`src/rtl/mult_pkg.sv`:
```
// Shared FSM encodings, Booth digit type and iteration-count helper for the
// sequential radix-4 Booth multiplier.
package mult_pkg;

  typedef logic [1:0] state_t;

  localparam state_t IDLE = 2'd0;
  localparam state_t BUSY = 2'd1;
  localparam state_t DONE = 2'd2;

  typedef enum logic [2:0] {
    ZERO = 3'd0,
    POS1 = 3'd1,
    POS2 = 3'd2,
    NEG1 = 3'd3,
    NEG2 = 3'd4
  } booth_digit_e;

  // Operands are extended by two bits, so WIDTH+2 bits need (WIDTH+2)/2 digits.
  function automatic int booth_iter(input int width);
    return (width / 2) + 1;
  endfunction

endpackage

```
`src/rtl/booth_recoder.sv`:
```
// Radix-4 Booth recoding of the multiplier triplet {q[i+1], q[i], q[i-1]}.
module booth_recoder
  import mult_pkg::*;
(
  input  logic [2:0]   triplet_i,
  output booth_digit_e digit_o
);

  // Standard radix-4 digit table; 000 and 111 contribute nothing.
  always_comb begin
    case (triplet_i)
      3'b001, 3'b010: digit_o = POS1;
      3'b011:         digit_o = POS2;
      3'b100:         digit_o = NEG2;
      3'b101, 3'b110: digit_o = NEG1;
      default:        digit_o = ZERO;
    endcase
  end

endmodule

```
`src/rtl/booth_seq_multiplier.sv`:
```
// Iterative radix-4 Booth multiplier, one digit per clock, valid/ready on both sides.
// Optional macro BOOTH_ZERO_SKIP_EN: a zero operand finishes one cycle after accept.
module booth_seq_multiplier
  import mult_pkg::*;
#(
  parameter int WIDTH = 64
) (
  input  logic                 clk,
  input  logic                 rst_n,
  input  logic                 in_valid,
  output logic                 in_ready,
  input  logic [WIDTH-1:0]     A,
  input  logic [WIDTH-1:0]     B,
  input  logic                 signed_mode,
  output logic                 out_valid,
  input  logic                 out_ready,
  output logic [2*WIDTH-1:0]   S
);

  localparam int ITER  = booth_iter(WIDTH);
  localparam int MW    = WIDTH + 2;
  localparam int PW    = WIDTH + 4;
  localparam int CNT_W = $clog2(ITER + 1);
  localparam logic [CNT_W-1:0] CNT_LAST = CNT_W'(ITER - 1);

  if ((WIDTH < 4) || ((WIDTH % 2) != 0)) begin : g_width_check
    $error("booth_seq_multiplier: WIDTH must be even and >= 4");
  end

  state_t             state_q, state_d;
  logic [MW-1:0]      m_q, m_d;
  logic [MW-1:0]      q_q, q_d;
  logic               qm1_q, qm1_d;
  logic [PW-1:0]      p_q, p_d;
  logic [CNT_W-1:0]   cnt_q, cnt_d;
  logic               in_ready_q, in_ready_d;
  logic               out_valid_q, out_valid_d;
  logic [2*WIDTH-1:0] s_q, s_d;

  logic [MW-1:0]      a_ext_s, b_ext_s;
  logic [PW-1:0]      m_ext_s, addend_s, p_sum_s, p_shift_s;
  logic [MW-1:0]      q_shift_s;
  booth_digit_e       digit_s;

  // The extra two bits make the unsigned full-scale product exact.
  assign a_ext_s = {{2{signed_mode & A[WIDTH-1]}}, A};
  assign b_ext_s = {{2{signed_mode & B[WIDTH-1]}}, B};
  assign m_ext_s = {{2{m_q[MW-1]}}, m_q};

  booth_recoder u_recoder (
    .triplet_i ({q_q[1], q_q[0], qm1_q}),
    .digit_o   (digit_s)
  );

  // Selected Booth partial product, sign-extended to the accumulator width.
  always_comb begin
    case (digit_s)
      POS1:    addend_s = m_ext_s;
      POS2:    addend_s = {m_ext_s[PW-2:0], 1'b0};
      NEG1:    addend_s = -m_ext_s;
      NEG2:    addend_s = -{m_ext_s[PW-2:0], 1'b0};
      default: addend_s = {PW{1'b0}};
    endcase
  end

  assign p_sum_s   = p_q + addend_s;
  assign p_shift_s = {{2{p_sum_s[PW-1]}}, p_sum_s[PW-1:2]};
  assign q_shift_s = {p_sum_s[1:0], q_q[MW-1:2]};

  // Next-state and datapath control for IDLE -> BUSY -> DONE.
  always_comb begin
    state_d     = state_q;
    m_d         = m_q;
    q_d         = q_q;
    qm1_d       = qm1_q;
    p_d         = p_q;
    cnt_d       = cnt_q;
    out_valid_d = out_valid_q;
    s_d         = s_q;
    case (state_q)
      IDLE: begin
        if (in_valid && in_ready_q) begin
          state_d = BUSY;
          qm1_d   = 1'b0;
          p_d     = {PW{1'b0}};
`ifdef BOOTH_ZERO_SKIP_EN
          // A zeroed datapath run for a single step yields S = 0 one cycle later.
          if ((A == {WIDTH{1'b0}}) || (B == {WIDTH{1'b0}})) begin
            m_d   = {MW{1'b0}};
            q_d   = {MW{1'b0}};
            cnt_d = CNT_LAST;
          end else begin
            m_d   = a_ext_s;
            q_d   = b_ext_s;
            cnt_d = {CNT_W{1'b0}};
          end
`else
          m_d   = a_ext_s;
          q_d   = b_ext_s;
          cnt_d = {CNT_W{1'b0}};
`endif
        end else begin
          state_d = IDLE;
        end
      end
      BUSY: begin
        p_d   = p_shift_s;
        q_d   = q_shift_s;
        qm1_d = q_q[1];
        cnt_d = cnt_q + {{(CNT_W-1){1'b0}}, 1'b1};
        if (cnt_q == CNT_LAST) begin
          state_d     = DONE;
          out_valid_d = 1'b1;
          s_d         = {p_shift_s[WIDTH-3:0], q_shift_s};
        end else begin
          state_d = BUSY;
        end
      end
      DONE: begin
        if (out_ready) begin
          state_d     = IDLE;
          out_valid_d = 1'b0;
        end else begin
          state_d = DONE;
        end
      end
      default: begin
        state_d     = IDLE;
        out_valid_d = 1'b0;
      end
    endcase
    in_ready_d = (state_d == IDLE);
  end

  // State and output registers; reset abandons any transaction in flight.
  always_ff @(posedge clk or negedge rst_n) begin
    if (!rst_n) begin
      state_q     <= IDLE;
      m_q         <= {MW{1'b0}};
      q_q         <= {MW{1'b0}};
      qm1_q       <= 1'b0;
      p_q         <= {PW{1'b0}};
      cnt_q       <= {CNT_W{1'b0}};
      in_ready_q  <= 1'b1;
      out_valid_q <= 1'b0;
      s_q         <= {(2*WIDTH){1'b0}};
    end else begin
      state_q     <= state_d;
      m_q         <= m_d;
      q_q         <= q_d;
      qm1_q       <= qm1_d;
      p_q         <= p_d;
      cnt_q       <= cnt_d;
      in_ready_q  <= in_ready_d;
      out_valid_q <= out_valid_d;
      s_q         <= s_d;
    end
  end

  assign in_ready  = in_ready_q;
  assign out_valid = out_valid_q;
  assign S         = s_q;

endmodule

```
`config.mk`:
```
export PLATFORM = sky130hd
export DESIGN_NAME = booth_seq_multiplier
export DESIGN_NICKNAME = d
export VERILOG_FILES = /design/src/rtl/mult_pkg.sv /design/src/rtl/booth_recoder.sv /design/src/rtl/booth_seq_multiplier.sv
export SDC_FILE = /design/constraint.sdc
export NUM_CORES = 1
export LEC_CHECK = 0
export ABC_CLOCK_PERIOD_IN_PS = 8680
export CAP_MARGIN = 15
export CORE_AREA = 3 3 202 352
export DETAILED_ROUTE_END_ITERATION = 6
export DIE_AREA = 0 0 205 355
export PLACE_DENSITY = 0.51
export SLEW_MARGIN = 20
export SYNTH_ARGS = -nofsm -noshare
export SYNTH_HDL_FRONTEND = slang
export SYNTH_SLANG_ARGS = --single-unit
```
`constraint.sdc`:
```
create_clock -name clk -period 8.68 [get_ports clk]
set_clock_uncertainty 0.2 [all_clocks]
set_input_delay 1.302 -clock clk [delete_from_list [all_inputs] [get_ports clk]]
set_output_delay 1.302 -clock clk [all_outputs]
set_load 0.01 [all_outputs]
```
==> results of run 1 <==
## sequential cells by signal, indices dropped and copies added, names as in the netlist, 2 cells and up
name and flops:
cnt_q 6, state_q 2, S 128, q_q 66, m_q 65, p_q 66
## routing by layer
metal | GRT usage (%) | up-vias | wire length, um
met5 | 0 | - | 13
li1 | - | 8763 | -
met1 | 20.5 | 8941 | 26200
met3 | 4.30 | 158 | 4220
met2 | 36.5 | 567 | 38700
met4 | 12.2 | 2 | 5110
## how the worst max path moves through the flow
stage,startpoint,to,slack [ps],depth (start not counted)
2_1_floorplan,m_q[0]$_DFFE_PN0P_,p_q[66]$_DFFE_PN0P_,2920,25
3_3_place_gp,m_q[0]$_DFFE_PN0P_,S[118]$_DFFE_PN0P_,2100,22
3_5_place_dp,m_q[0]$_DFFE_PN0P_,S[118]$_DFFE_PN0P_,1980,22
4_1_cts,m_q[0]$_DFFE_PN0P_,S[118]$_DFFE_PN0P_,1950,22
5_1_grt,m_q[0]$_DFFE_PN0P_,S[118]$_DFFE_PN0P_,1410,22
6_report,m_q[0]$_DFFE_PN0P_,S[118]$_DFFE_PN0P_,1760,22
## final cells by class
class	instances	area share (%)
Clock buffer	48	4.07
Clock inverter	19	0.781
Inverter	34	0.511
Multi-Input combinational cell	1855	45.1
Sequential cell	336	33.7
Tap cell	903	4.52
Timing Repair Buffer	288	11.3
## cells by family (layout without fill, tap and decap cells)
logic type | count (synthesis) | in the layout
AOI/OAI and AO/OA | 653 | 653
xor gates and xnor gates | 137 | 137
adders and majority gates | 71 | 71
buffers and inverters | 214 | 389
DFF | 336 | 336
muxes | 93 | 93
and+or+nand+nor | 901 | 901
## placed cells by master, fill, tap and decap left out, types with 43 or more instances in the layout
cell and n:
clkdlybuf4s50_1 261, nor2_1 186, xnor2_1 75, a22oi_1 48, ha_1 70, a21o_1 43
nand3_1 87, xor2_1 62, a21oi_1 105, dfrtp_1 333, nand2_1 434, mux2_2 68
o21ai_0 250, o22ai_1 56
## power breakdown
part	switching (mW)	internal, mW
Sequential	0.778	2.31
Clock	0.703	0.925
Combinational	4.60	2.84
## worst register-to-register path: cells and delay by family, from the launching register on
| kind | cells | cell delay [ps] |
|---|---|---|
| and+or+nand+nor | 9 | 2790 |
| AOI/OAI and AO/OA | 8 | 2220 |
| adders and majority gates | 2 | 600 |
| xor gates and xnor gates | 2 | 470 |
| DFF | 1 | 390 |
| buffers and inverters | 1 | 110 |
==> out/results.ini, run 1 <==
[sta]
final_hold_viol_count=0
min_period_over_period_pct=79.8
timing.fmax_mhz=144
fin_crit_ps=6920
setup_violations=0
finalHoldWorstSlack_ps=278
worst_slew_pin_slew_ps=1170
drv_slew=0
setup-tns-final_ps=0
timing.final.ws_setup_ps=1760
rsz0062_at_grt=no
slew_headroom_pct=21.0

[yosys]
syn_area_um2=20500
synth-seq-cells=336
yosysSeqAreaShare_pct=41.1
synth-simple-area-share_pct=20.0
synthAdderAreaFrac_pct=4.38
synth_top_area_share_pct=40.9
synth-xor-area-share_pct=5.86
synthMuxAreaShare_pct=4.96
syn_inst=2405
synth_edf_count=0
synth_top_family_by_area=simple AND/OR/NAND/NOR gates
yosys_warnings=0
async_flop_share_pct=100
synth.avg_cell_area_um2=8.51
synth_nets=2609
yosys.area.top_type=dfrtp_1
yosysMostFrequentCell=nand2_1
ys.flop_type=dfrtp_1
ys_types=82
synth_compound_area_share_pct=19.6
synth_common_cells=nand2_1 (435), dfrtp_1 (335), o21ai_0 (250), nor2_1 (189), clkbuf_1 (157)
synth.area.top_cells=dfrtp_1 (41%), nand2_1 (8.0%), o21ai_0 (6.1%)

[floorplan]
rows=127
die_area_um2=72800
coreArea_um2=68600
start_util_pct=29.8
dieWidth_um=205
die_h_um=355
top_level_ports=263

[finish]
fin_area_um2=25000
post-route-util_pct=36.4
layout-drive-gt1-share_pct=7.71
stdcell_count=3483
antenna_cells=0
synthToLayoutAreaGrowth_pct=22.1
regArea_um2=8410
fin_nets=2756
multi_input_area_um2=11300
nFillCells=7155

[setup_path]
crit_arrival_ps=7140
worst_path_largest_cell_delay_ps=880
crit_buf_inv=1
cpMaxStageDelayCell=a2111oi_0
crit_top_cell=o21ai_0
worstReg2RegStart=m_q[0]$_DFFE_PN0P_
critPathKind=flop to flop
path_max_fanout=7
reg2regPathDepth=22
rr_endpoint=S[118]$_DFFE_PN0P_
cp.required_ps=8890
rrSetupSlack_ps=1760
crit_chain=inv_1 -> ha_1 -> or3b_2 -> nor2_1 -> nand3_1 -> nor3b_1 -> nand2_1 -> nor4_1 -> xor2_1 -> o22ai_1 -> o21ai_0 -> nand2_1 -> ha_1 -> a21oi_1 -> o21ai_0 -> or3_1 -> a2111oi_0 -> nor4_1 -> a21o_1 -> a41oi_1 -> xor2_1 -> o21ai_0
crit_family=simple AND/OR/NAND/NOR gates
start_kind=flop
cp-end-kind=flop

[routing]
finalWirelength_mm=74.2
wl_per_cell_um=21.3
drc=0
drtAntennaViolNets=0
drt_pass1_iterations=7
drtIter0Drc=1058
via_count=18400
viasPerCell=5.29

[place]
post-dp-hpwl_mm=55.0
gp_congestion=0.897
dp.cells=3416
pre_cts_slack_ps=1980
port_buffers=262
place_area_um2=23800

[power_and_ir_drop]
p_total_mw=12.2
p_leak_nw=10.8
peakVddDrop_uv=197
power.density_nw_per_um2=487

[cts]
clk_pin_slew_ps=70
hold_buffers=0
clock_latency_ps=570
ctsResizeCount=0
post-cts-setup-buffer-count=0
cts_tree=built
clk_path_buf_depth=3
clkSinkCount=336
clockRootBuffer=clkbuf_16
cts_made_buffers=37
htreeDepth=2

[min_path]
worstHoldPathCells=2
holdPathEnd=S[83]$_DFFE_PN0P_
hp-class=flop to flop
holdCritStartpoint=S[83]$_DFFE_PN0P_

[status]
outcome=finished clean

[run]
maxCapViolCount=0

[grt]
track_usage_pct=19.9
grt_first_pass_wirelength_mm=112
antenna_found_initial=1
grt_overflow_total=0
grt_max_degree=141
first_global_vias=18800

No activity file was read; power rests on OpenSTA's default activity.
==> run 2: changes to the inputs <==
ABC_CLOCK_PERIOD_IN_PS = 6420   (was 8680)
clock period = 6.42 ns   (was 8.68 ns; I/O delays follow)
==> run 2 against run 1 <==
Effect of this change:
- sequential power up 31%
- global-route usage up 1.0 points
- routed wire length up 4.1%
- via count up 2.2%
- critical path type unchanged
- critical endpoint is now p_q[64]$_DFFE_PN0P_
- highest routed layer unchanged
==> out/results.ini, run 2 (synthesis results as in run 1) <==
[status]
outcome=finished clean

[sta]
final_hold_viol_count=0
setup-tns-final_ps=0
slew_headroom_pct=27.7
min_period_over_period_pct=96.2
rsz0062_at_grt=yes
setup_violations=0
drv_slew=0
fin_crit_ps=6170
finalHoldWorstSlack_ps=174
worst_slew_pin_slew_ps=1080
timing.fmax_mhz=162

[floorplan]
dieWidth_um=205
die_area_um2=72800
top_level_ports=263
coreArea_um2=68600
die_h_um=355
rows=127
start_util_pct=29.8

[setup_path]
crit_arrival_ps=6450
cp.required_ps=6690
path_max_fanout=7
rrSetupSlack_ps=250
cpMaxStageDelayCell=or3b_2
crit_top_cell=buf_4
start_kind=flop
cp-end-kind=flop
crit_buf_inv=5
crit_family=simple AND/OR/NAND/NOR gates
critPathKind=flop to flop
worst_path_largest_cell_delay_ps=540

[grt]
grt_overflow_total=0
antenna_found_initial=2
grt_max_degree=134
track_usage_pct=21.0
first_global_vias=20000
grt_first_pass_wirelength_mm=118

[routing]
via_count=18800
viasPerCell=5.26
drtAntennaViolNets=0
drc=0
wl_per_cell_um=21.6
finalWirelength_mm=77.3
drt_pass1_iterations=5
drtIter0Drc=847

[finish]
final_common_cell=nand2_1
layout-drive-gt1-share_pct=12.0
synthToLayoutAreaGrowth_pct=26.9
stdcell_count=3585
layout_common_cells=nand2_1 (433), dfrtp_1 (333), clkdlybuf4s50_1 (261)
fin_area_um2=26000
largest_reg_flops=128
fin_nets=2861
antenna_cells=0

[power_and_ir_drop]
peakVddDrop_uv=313
p_leak_nw=11.4
power.density_nw_per_um2=677
p_total_mw=17.6

[cts]
clkSinkCount=336
clk_path_buf_depth=3
htreeDepth=2
hold_buffers=0
clockRootBuffer=clkbuf_16
clock_latency_ps=580
cts_made_buffers=37
clk_pin_slew_ps=70
cts_tree=built

[min_path]
hp-class=primary input to asynchronous set/reset pin

[place]
place_area_um2=24600
dp.cells=3521
gp_congestion=0.922
post-dp-hpwl_mm=58.5
port_buffers=262

[run]
maxCapViolCount=0

## run 2: changes by cell type in the layout (fill, tap and decap cells not counted), moves of 3 or more
cell,delta
a211oi_1,-3
inv_6,-3
o21ai_1,+4
o21ai_0,-4
a21oi_1,-4
a211oi_2,+3
ha_1,-3
clkinv_2,-6
buf_4,+105
a21oi_2,+4
## run 2: layout make-up
type | count | area (um2)
well taps | 903 | 1130
repair buffers | 393 | 3620
multi-input cells | 1855 | 11400
fillers | 7132 | 42700
flip-flops and latches | 336 | 8410
clock inverters | 13 | 195
clock buffers | 51 | 1070
inverters | 34 | 128
## run 2: metrics by stage
stage	setup slack, ps	util (%)
global route	-20.2	37.8
detailed placement	-166	35.8
finish	247	37.8
floorplan	662	-
global placement	-38.4	35.8
CTS	1.91	37.6
## run 2: path summary, 6_finish.rpt
check                                   start             endpoint  cells past startpoint
setup reg to reg           m_q[0]$_DFFE_PN0P_  p_q[64]$_DFFE_PN0P_                     26
hold / removal                          rst_n  m_q[22]$_DFFE_PN0P_                      1
max in group asynchronous               rst_n  p_q[34]$_DFFE_PN0P_                      2
hold reg to reg             S[68]$_DFFE_PN0P_    S[68]$_DFFE_PN0P_                      2
min in group clk            S[68]$_DFFE_PN0P_    S[68]$_DFFE_PN0P_                      2
setup / recovery           m_q[0]$_DFFE_PN0P_  p_q[64]$_DFFE_PN0P_                     26
## run 2: metal layers
metal / global-route usage (%) / part of all wire, %
met1: 20.8 / 34
met2: 38.0 / 51
met3: 4.24 / 5.1
met4: 15.7 / 9.0
met5: 0 / 0.035
## run 2: what timing repair did
| action | 4_1_cts | 5_1_grt |
|---|---|---|
| setup endpoints to repair | 7 | 37 |
| gates resized for setup | 2 | 31 |
| buffers inserted | 0 | 0 |
| pin swaps | 0 | 5 |
## run 2: report_power, final
| part | internal [mW] | switching, mW |
|---|---|---|
| clock | 1.33 | 0.944 |
| sequential | 3.12 | 0.923 |
| combinational | 4.54 | 6.72 |
| total | 9.00 | 8.58 |
## run 2: worst reg2reg max path, delay by kind of cell, from the launching register on
kind                       cells  cell delay [ps]
DFF                            1              390
xor gates and xnor gates       1              110
and+or+nand+nor               12             2900
adders and majority gates      2              570
muxes                          1              200
buffers and inverters          5              810
AOI/OAI and AO/OA              5              890
